[src/rtl/pc_sequencer_pkg.sv]
// rtl/pc_sequencer_pkg.sv - shared state encoding and constants for the PC sequencer
package pc_sequencer_pkg;

    localparam logic [1:0] RUN  = 2'd0;
    localparam logic [1:0] WAIT = 2'd1;
    localparam logic [1:0] HALT = 2'd2;

    typedef enum logic [1:0] {
        S_RUN  = RUN,
        S_WAIT = WAIT,
        S_HALT = HALT
    } state_t;

    localparam logic [15:0] RESET_PC_DEFAULT = 16'h0000;
    localparam int          FLUSH_CNT_W      = 3;

endpackage

[src/rtl/pc_flush_counter.sv]
// rtl/pc_flush_counter.sv - post-redirect flush down-counter with nonzero flag
//
// Ports:
//   clk, rst_n : clock and synchronous active-low reset
//   load       : redirect accepted this cycle; reload with LOAD_VALUE
//   active     : counter nonzero (drives the squash output)
module pc_flush_counter
    import pc_sequencer_pkg::*;
#(
    parameter logic [FLUSH_CNT_W-1:0] LOAD_VALUE = 3'd1
) (
    input  logic clk,
    input  logic rst_n,
    input  logic load,
    output logic active
);

    logic [FLUSH_CNT_W-1:0] count;

    // Load has priority so a redirect during an active flush restarts it.
    always_ff @(posedge clk) begin
        if (!rst_n) begin
            count <= '0;
        end else if (load) begin
            count <= LOAD_VALUE;
        end else if (count != '0) begin
            count <= count - 1'b1;
        end
    end

    assign active = (count != '0);

endmodule

[src/rtl/pc_sequencer.sv]
// rtl/pc_sequencer.sv - architectural PC register and fetch sequencing FSM
//
// Ports:
//   clk, rst_n      : clock and synchronous active-low reset
//   pc_o            : current fetch PC (imem address, PC computation unit input)
//   fetch_req_o     : fetch request, low only when halted
//   imem_ready_i    : instruction at pc_o returned this cycle
//   pc_next_i       : PC+2 or PC-relative target from the PC computation unit
//   branch_taken_i  : PC-relative branch taken
//   br_reg_i        : register-indirect branch, target on br_target_i
//   br_target_i     : register-indirect branch target
//   stall_i         : hazard hold request
//   halt_i          : HLT decoded at pc_o
//   flush_o         : squash younger instructions after a redirect
//   halted_o        : processor halted
//   cyc_cnt_o       : saturating cycle count since reset
module pc_sequencer
    import pc_sequencer_pkg::*;
#(
    parameter logic [15:0] RESET_PC     = RESET_PC_DEFAULT,
    parameter int          FLUSH_CYCLES = 1
) (
    input  logic        clk,
    input  logic        rst_n,
    output logic [15:0] pc_o,
    output logic        fetch_req_o,
    input  logic        imem_ready_i,
    input  logic [15:0] pc_next_i,
    input  logic        branch_taken_i,
    input  logic        br_reg_i,
    input  logic [15:0] br_target_i,
    input  logic        stall_i,
    input  logic        halt_i,
    output logic        flush_o,
    output logic        halted_o,
    output logic [15:0] cyc_cnt_o
);

    state_t      state, state_nxt;
    logic [15:0] pc_nxt;
    logic        redirect;
    logic        flushing;

    pc_flush_counter #(
        .LOAD_VALUE (FLUSH_CNT_W'(FLUSH_CYCLES))
    ) u_flush (
        .clk    (clk),
        .rst_n  (rst_n),
        .load   (redirect),
        .active (flushing)
    );

    assign flush_o     = flushing;
    assign fetch_req_o = (state != S_HALT);

    // Decision priority: halt (unless squashed by a flush), BR, taken
    // branch, hold, sequential advance. Redirects ignore stall and imem wait.
    always_comb begin
        state_nxt = state;
        pc_nxt    = pc_o;
        redirect  = 1'b0;
        if (state != S_HALT) begin
            if (halt_i && !flushing) begin
                state_nxt = S_HALT;
            end else if (br_reg_i) begin
                pc_nxt    = br_target_i;
                redirect  = 1'b1;
                state_nxt = S_RUN;
            end else if (branch_taken_i) begin
                pc_nxt    = pc_next_i;
                redirect  = 1'b1;
                state_nxt = S_RUN;
            end else if (stall_i || !imem_ready_i) begin
                state_nxt = imem_ready_i ? S_RUN : S_WAIT;
            end else begin
                pc_nxt    = pc_next_i;
                state_nxt = S_RUN;
            end
        end
    end

    always_ff @(posedge clk) begin
        if (!rst_n) begin
            state     <= S_RUN;
            pc_o      <= RESET_PC;
            halted_o  <= 1'b0;
            cyc_cnt_o <= '0;
        end else begin
            state    <= state_nxt;
            pc_o     <= pc_nxt;
            halted_o <= (state_nxt == S_HALT);
            if (state != S_HALT && cyc_cnt_o != 16'hFFFF) begin
                cyc_cnt_o <= cyc_cnt_o + 16'd1;
            end
        end
    end

endmodule
[config.mk]
export PLATFORM = sky130hd
export DESIGN_NAME = pc_sequencer
export DESIGN_NICKNAME = d
export VERILOG_FILES = /design/src/rtl/pc_sequencer_pkg.sv /design/src/rtl/pc_flush_counter.sv /design/src/rtl/pc_sequencer.sv
export SDC_FILE = /design/constraint.sdc
export NUM_CORES = 1
export LEC_CHECK = 0
export CORE_ASPECT_RATIO = 1.1
export CORE_MARGIN = 2
export CORE_UTILIZATION = 43
export CTS_CLUSTER_DIAMETER = 30
export DETAILED_ROUTE_END_ITERATION = 12
export HOLD_SLACK_MARGIN = 0.02
export PLACE_DENSITY = 0.78
export SLEW_MARGIN = 5
export SYNTH_ARGS = -nofsm -noshare
export SYNTH_HDL_FRONTEND = slang
export SYNTH_SLANG_ARGS = --single-unit
[constraint.sdc]
create_clock -name clk -period 2.4 [get_ports clk]
set_clock_uncertainty 0.05 [all_clocks]
set_input_delay 0.6 -clock clk [delete_from_list [all_inputs] [get_ports clk]]
set_output_delay 0.6 -clock clk [all_outputs]
set_load 0.01 [all_outputs]
After elaboration in Yosys (flattened, before gate mapping)

Cells that the tools add are included.

Add/subtract/negate cells: 2
Equal/unequal tests: 4
Muxes and demuxes: 15
Bitwise logic cells: 2
Reductions and logical operators: 9

Operator list:

| cell                                             | number |
|---|---|
| 2-to-1 mux 16 bit                                | 3 |
| adder 16 x 1 -> 16 bit, second input constant    | 1 |
| != test 16 bit, second input constant            | 1 |
| 2-to-1 mux 1 bit                                 | 10 |
| 2-to-1 mux 2 bit                                 | 2 |
| != test 3 bit, second input constant             | 1 |
| AND reduction 3 bit                              | 1 |
| nonzero test 3 bit                               | 1 |
| subtractor 3 x 1 -> 3 bit, second input constant | 1 |
| == test 2 bit, second input constant             | 1 |
| logical AND 1 bit                                | 2 |
| zero test 1 bit                                  | 2 |
| != test 2 bit, second input constant             | 1 |
| inverter 1 bit                                   | 2 |
| nonzero test 2 bit                               | 1 |
| OR reduction 2 bit                               | 1 |
| logical OR 1 bit                                 | 1 |

Register bits after elaboration: 38
Output and inout port bits: 35

Depth between registers and ports, before layout

Depth in word-level cells: 8
Gate-level depth with buffers: 7
Depth with buffers taken out: 6

Modules after synthesis

Synthesis repeated with hierarchy kept, for this count alone.

Cells, all modules: 198
Area total of the unflattened synthesis: 1,853.0 um2

Modules (own cells, without submodules):

| module           | times used | cells each | area an instance (um2) | seq. area each (um2) |
|---|---|---|---|---|
| pc_sequencer     | 1          | 180        | 1,681.6                | 700.7 |
| pc_flush_counter | 1          | 18         | 171.4                  | 60.1 |

Least setup slack after synthesis

Ideal clock, no wire load.

Kind: input to register
Start: in br_reg_i
End: reg pc_o[10]
Library setup time: 0.086 ns
Arrival: 1.656 ns
Required time: 2.264 ns
Path slack: 0.609 ns
Stages on the path: 6
Cell sequence: buf_2 nor2_1 a221oi_2 buf_2 nor2_1 a211oi_1

Cells in the longest elaborated chain, start to end: 2

Ends and longest elaborated chain:

| item                          | line               | RTL |
|---|---|---|
| start: declaration            | pc_sequencer.sv:30 | `input logic br_reg_i,` |
| != test 3 bit (no line)       | --                 |  |
| AND reduction 3 bit (no line) | --                 |  |
| end signal: assignment        | pc_sequencer.sv:90 | `pc_o <= pc_nxt;` |
| end: declaration              | pc_sequencer.sv:25 | `output logic [15:0] pc_o,` |

Parallel ways exist; a longest one is shown, timed or not.
A chain may end at the register's enable or synchronous reset.

Final worst setup path

Start: reg state[1]
End: out fetch_req_o

Cells in the longest elaborated chain, start to end: 1

Ends and longest elaborated chain:

| item                     | line               | RTL |
|---|---|---|
| start: declaration       | pc_sequencer.sv:39 | `state_t state, state_nxt;` |
| start signal: assignment | pc_sequencer.sv:89 | `state <= state_nxt;` |
| != test 2 bit            | pc_sequencer.sv:54 | `assign fetch_req_o = (state != S_HALT);` |
| end: declaration         | pc_sequencer.sv:26 | `output logic fetch_req_o,` |

Every way passes these cells.

==> flow_summary.toml <==
[routing]
drc_errors = 0
drt_wl_total_um = 4020
first_iter_violations = 94
detail_route.first_pass.iterations = 4
route.vias.total = 1688
detail-route-antenna-nets = 0
routed_vias_inst = 5.26
average_wire_per_cell_in_the_routed_design_um = 12.5

[setup_path]
critPathMaxFanout = 8
setup.worst_path.class = "reg -> out"
worst_path_max_delay_cell = "clkdlybuf4s50_1"
critical_path.top_delay_family = "buffers and inverters"
setup.worst_path.end_class = "output pin"
critPathMaxStageDelay_ns = 0.48
critical_path.startpoint = "state[1]"
critical_path_data_required_time_ns = 1.75
worst-path-buf-inv = 2
critPathLaunchType = "register"
timing.critical_path.arrival_ns = 1.44
crit-reg2reg-launch = "cyc_cnt_o[0]"
r2r_cells = 5
crit_chain = "nor2b_4 -> inv_2 -> clkdlybuf4s50_1"
cp_num_cells = 3

[power]
worst_ir_drop_on_vdd_v = 0.000592
power.share.combinational_pct = 38.0
power.net_switching_mw = 0.732
sw_frac_of_total_pct = 30.3
reg_power_share_pct = 35.1
internal_power_mw = 1.69
pwr_density_cell_mw_per_mm2 = 877
p_clk_share_pct = 26.9
total_leakage_power_nw = 1.06

[min_path]
min-delay-start = "cyc_cnt_o[1]"
worstHoldPathCells = 2
worst_hold_path_type = "reg -> reg"

[synthesis]
post_synth_most_frequent_cells = "dfxtp_1 (38), nor2_1 (24), mux2i_1 (23)"
yosys.cell_count.top_type = "dfxtp_1"
syn-mean-instance-area_um2 = 9.41
synth_seq_cells = 38
yosysTopAreaCellShare_pct = 41.9
yosys-top-cells-area = "dfxtp_1 (42%), mux2i_1 (13%), a211oi_1 (7.0%)"
synth_ff_type = "dfxtp_1"
number_of_distinct_library_cells_after_synthesis = 43
synth_nets = 235
yosys_warnings = 0
seq_area_frac_synth_pct = 41.9
summed_instance_area_of_the_synthesized_netlist_mm2 = 0.00182
synthDominantAreaCellType = "dfxtp_1"
postSynthCellCount = 193
ys_async_sr_fraction_pct = 0
synth_edf_count = 0

[status]
outcome = "finished clean"

[timing]
worst_pin_slew_ns = 0.470
report.final.hold_viol_count = 0
finalCritPeriodShare_pct = 87.0
worst_slack_ns = 0.311
finalMaxSlewViolations = 0
setup_viol = 0
slew-limit-headroom_pct = 68.4
setup_total_negative_slack_ns = 0
rsz_0062_raised_after_global_routing = "false"
fmax_mhz = 479
fin_worst_hold_slack_ns = 0.447
final.min_clock_period_ns = 2.09

[global_routing]
initial_antenna_violation_count = 0
grt_pass1_wl_um = 6910
grt_overflow_total = 0
maximum_number_of_pins_on_one_net_before_global_route_repair = 33
vias_in_the_first_global_route = 1585
grt.total_usage_pct = 18.6

[cts]
clkSlewWorstSetupHoldPaths_ns = 0.08
clkSinkCount = 38
clock_tree.buffer_depth = 2
postCtsSetupBuffers = 0
cts_root_buffer = "clkbuf_8"
cts_repair_resize_count = 1
number_of_buffers_inserted_by_hold_repair_at_cts = 0
tritoncts.num_buffers = 5
tritoncts = "built"
htreeDepth = 2
insertion_delay_ns = 0.29

[floorplan]
fp.dieArea_mm2 = 0.00476
initial_utilization_pct = 45.1
die_height_um = 72.2
top_level_i_o_count = 74
coreArea_mm2 = 0.00402
std_cell_rows = 24
dieWidth_um = 66.0

[placed_design]
routabilityCongestion = 0.730
dp.cells = 313
preCtsSetupSlack_ns = 0.265
port-buffer-count = 73
dpl.hpwl_um = 3020
post_dp_cell_area_mm2 = 0.00261

[job]
maxCapViolCount = 0

[cells_and_area]
diodes = 0
fillCellCount = 356
layout-drive-gt1-share_pct = 9.29
number_of_standard_cells_in_the_final_layout_excluding_fillers = 321
finalInstanceArea_mm2 = 0.00276
fin_nets = 310
area_growth_pct = 52.0
## tightest hold or removal path, stage by stage (launching register included)
cell     delay [ns]
dfxtp_1        0.34
nand2_1        0.06
mux2i_1        0.05
## kinds of logic (layout without fill, tap and decap cells)
group / after synthesis / after routing / synth area share, %
simple gates: 71 / 71 / 22.6
mux: 23 / 23 / 12.7
compound gates: 42 / 42 / 16.5
fa+ha+maj: 3 / 3 / 2.07
buf+inv: 15 / 91 / 3.79
xor+xnor: 1 / 1 / 0.483
flops: 38 / 38 / 41.9
## sequential cells by signal (all words and copies together), names as in the netlist
signal         flops
cyc_cnt_o         16
pc_o              16
u_flush.count      3
state              2
halted_o           1
## layout by cell type, fill, tap and decap left out, drive strengths merged, types with 2 or more instances in the layout
master,instances
clkdlybuf4s50,72
dfxtp,38
nor2,25
mux2i,23
a211oi,17
nand2,12
nand2b,7
a21oi,7
nand4,6
o21ai,5
clkbuf,5
buf,5
inv,4
a311oi,3
o31ai,3
or4,3
and2,3
ha,3
nor4,3
or3,3
nor2b,2
nor4b,2
bufinv,2
clkinv,2
nand3,2
and3,2
## per-stage QoR
step           util (%)  total power [mW]
2_1_floorplan         -              1.36
3_3_place_gp       64.9              1.76
3_5_place_dp       64.9              1.78
4_1_cts            68.4              2.44
5_1_grt            68.6              2.58
6_report           68.6              2.42
## path summary, 6_finish.rpt
path / endpoint / slack, ns
worst min-delay path: cyc_cnt_o[1] / 0.45
worst max register to register: cyc_cnt_o[3] / 0.51
worst min register to register: cyc_cnt_o[1] / 0.45
worst max-delay path: fetch_req_o / 0.31
## cell type report
| class | count | area (um^2) | area share (%) |
|---|---|---|---|
| multi-input combinational | 140 | 993 | 36.0 |
| timing repair buffer | 78 | 783 | 28.4 |
| sequential | 38 | 761 | 27.6 |
| clock buffer | 5 | 68.8 | 2.49 |
| clock inverter | 3 | 68.8 | 2.49 |
| tap | 52 | 65.1 | 2.36 |
| inverter | 5 | 18.8 | 0.680 |
## power by group through the flow
stage                     combinational (mW)  sequential [mW]  clock, mW
after floorplan                        0.453            0.905          0
after global routing                    1.02            0.868      0.689
after detailed placement               0.918            0.858          0
after CTS                              0.929            0.849      0.661
after global placement                 0.902            0.857          0
final                                  0.920            0.848      0.651
## metal layers
layer | wire (um) | GRT usage, % | share of wire (%) | vias up
met3 | 392 | 8.99 | 9.8 | 6
li1 | - | - | - | 861
met4 | 56 | 5.44 | 1.4 | 0
met1 | 1690 | 21.9 | 42 | 763
met5 | 0 | 0 | 0 | -
met2 | 1880 | 30.3 | 47 | 58
No activity file was read; power rests on OpenSTA's default activity.
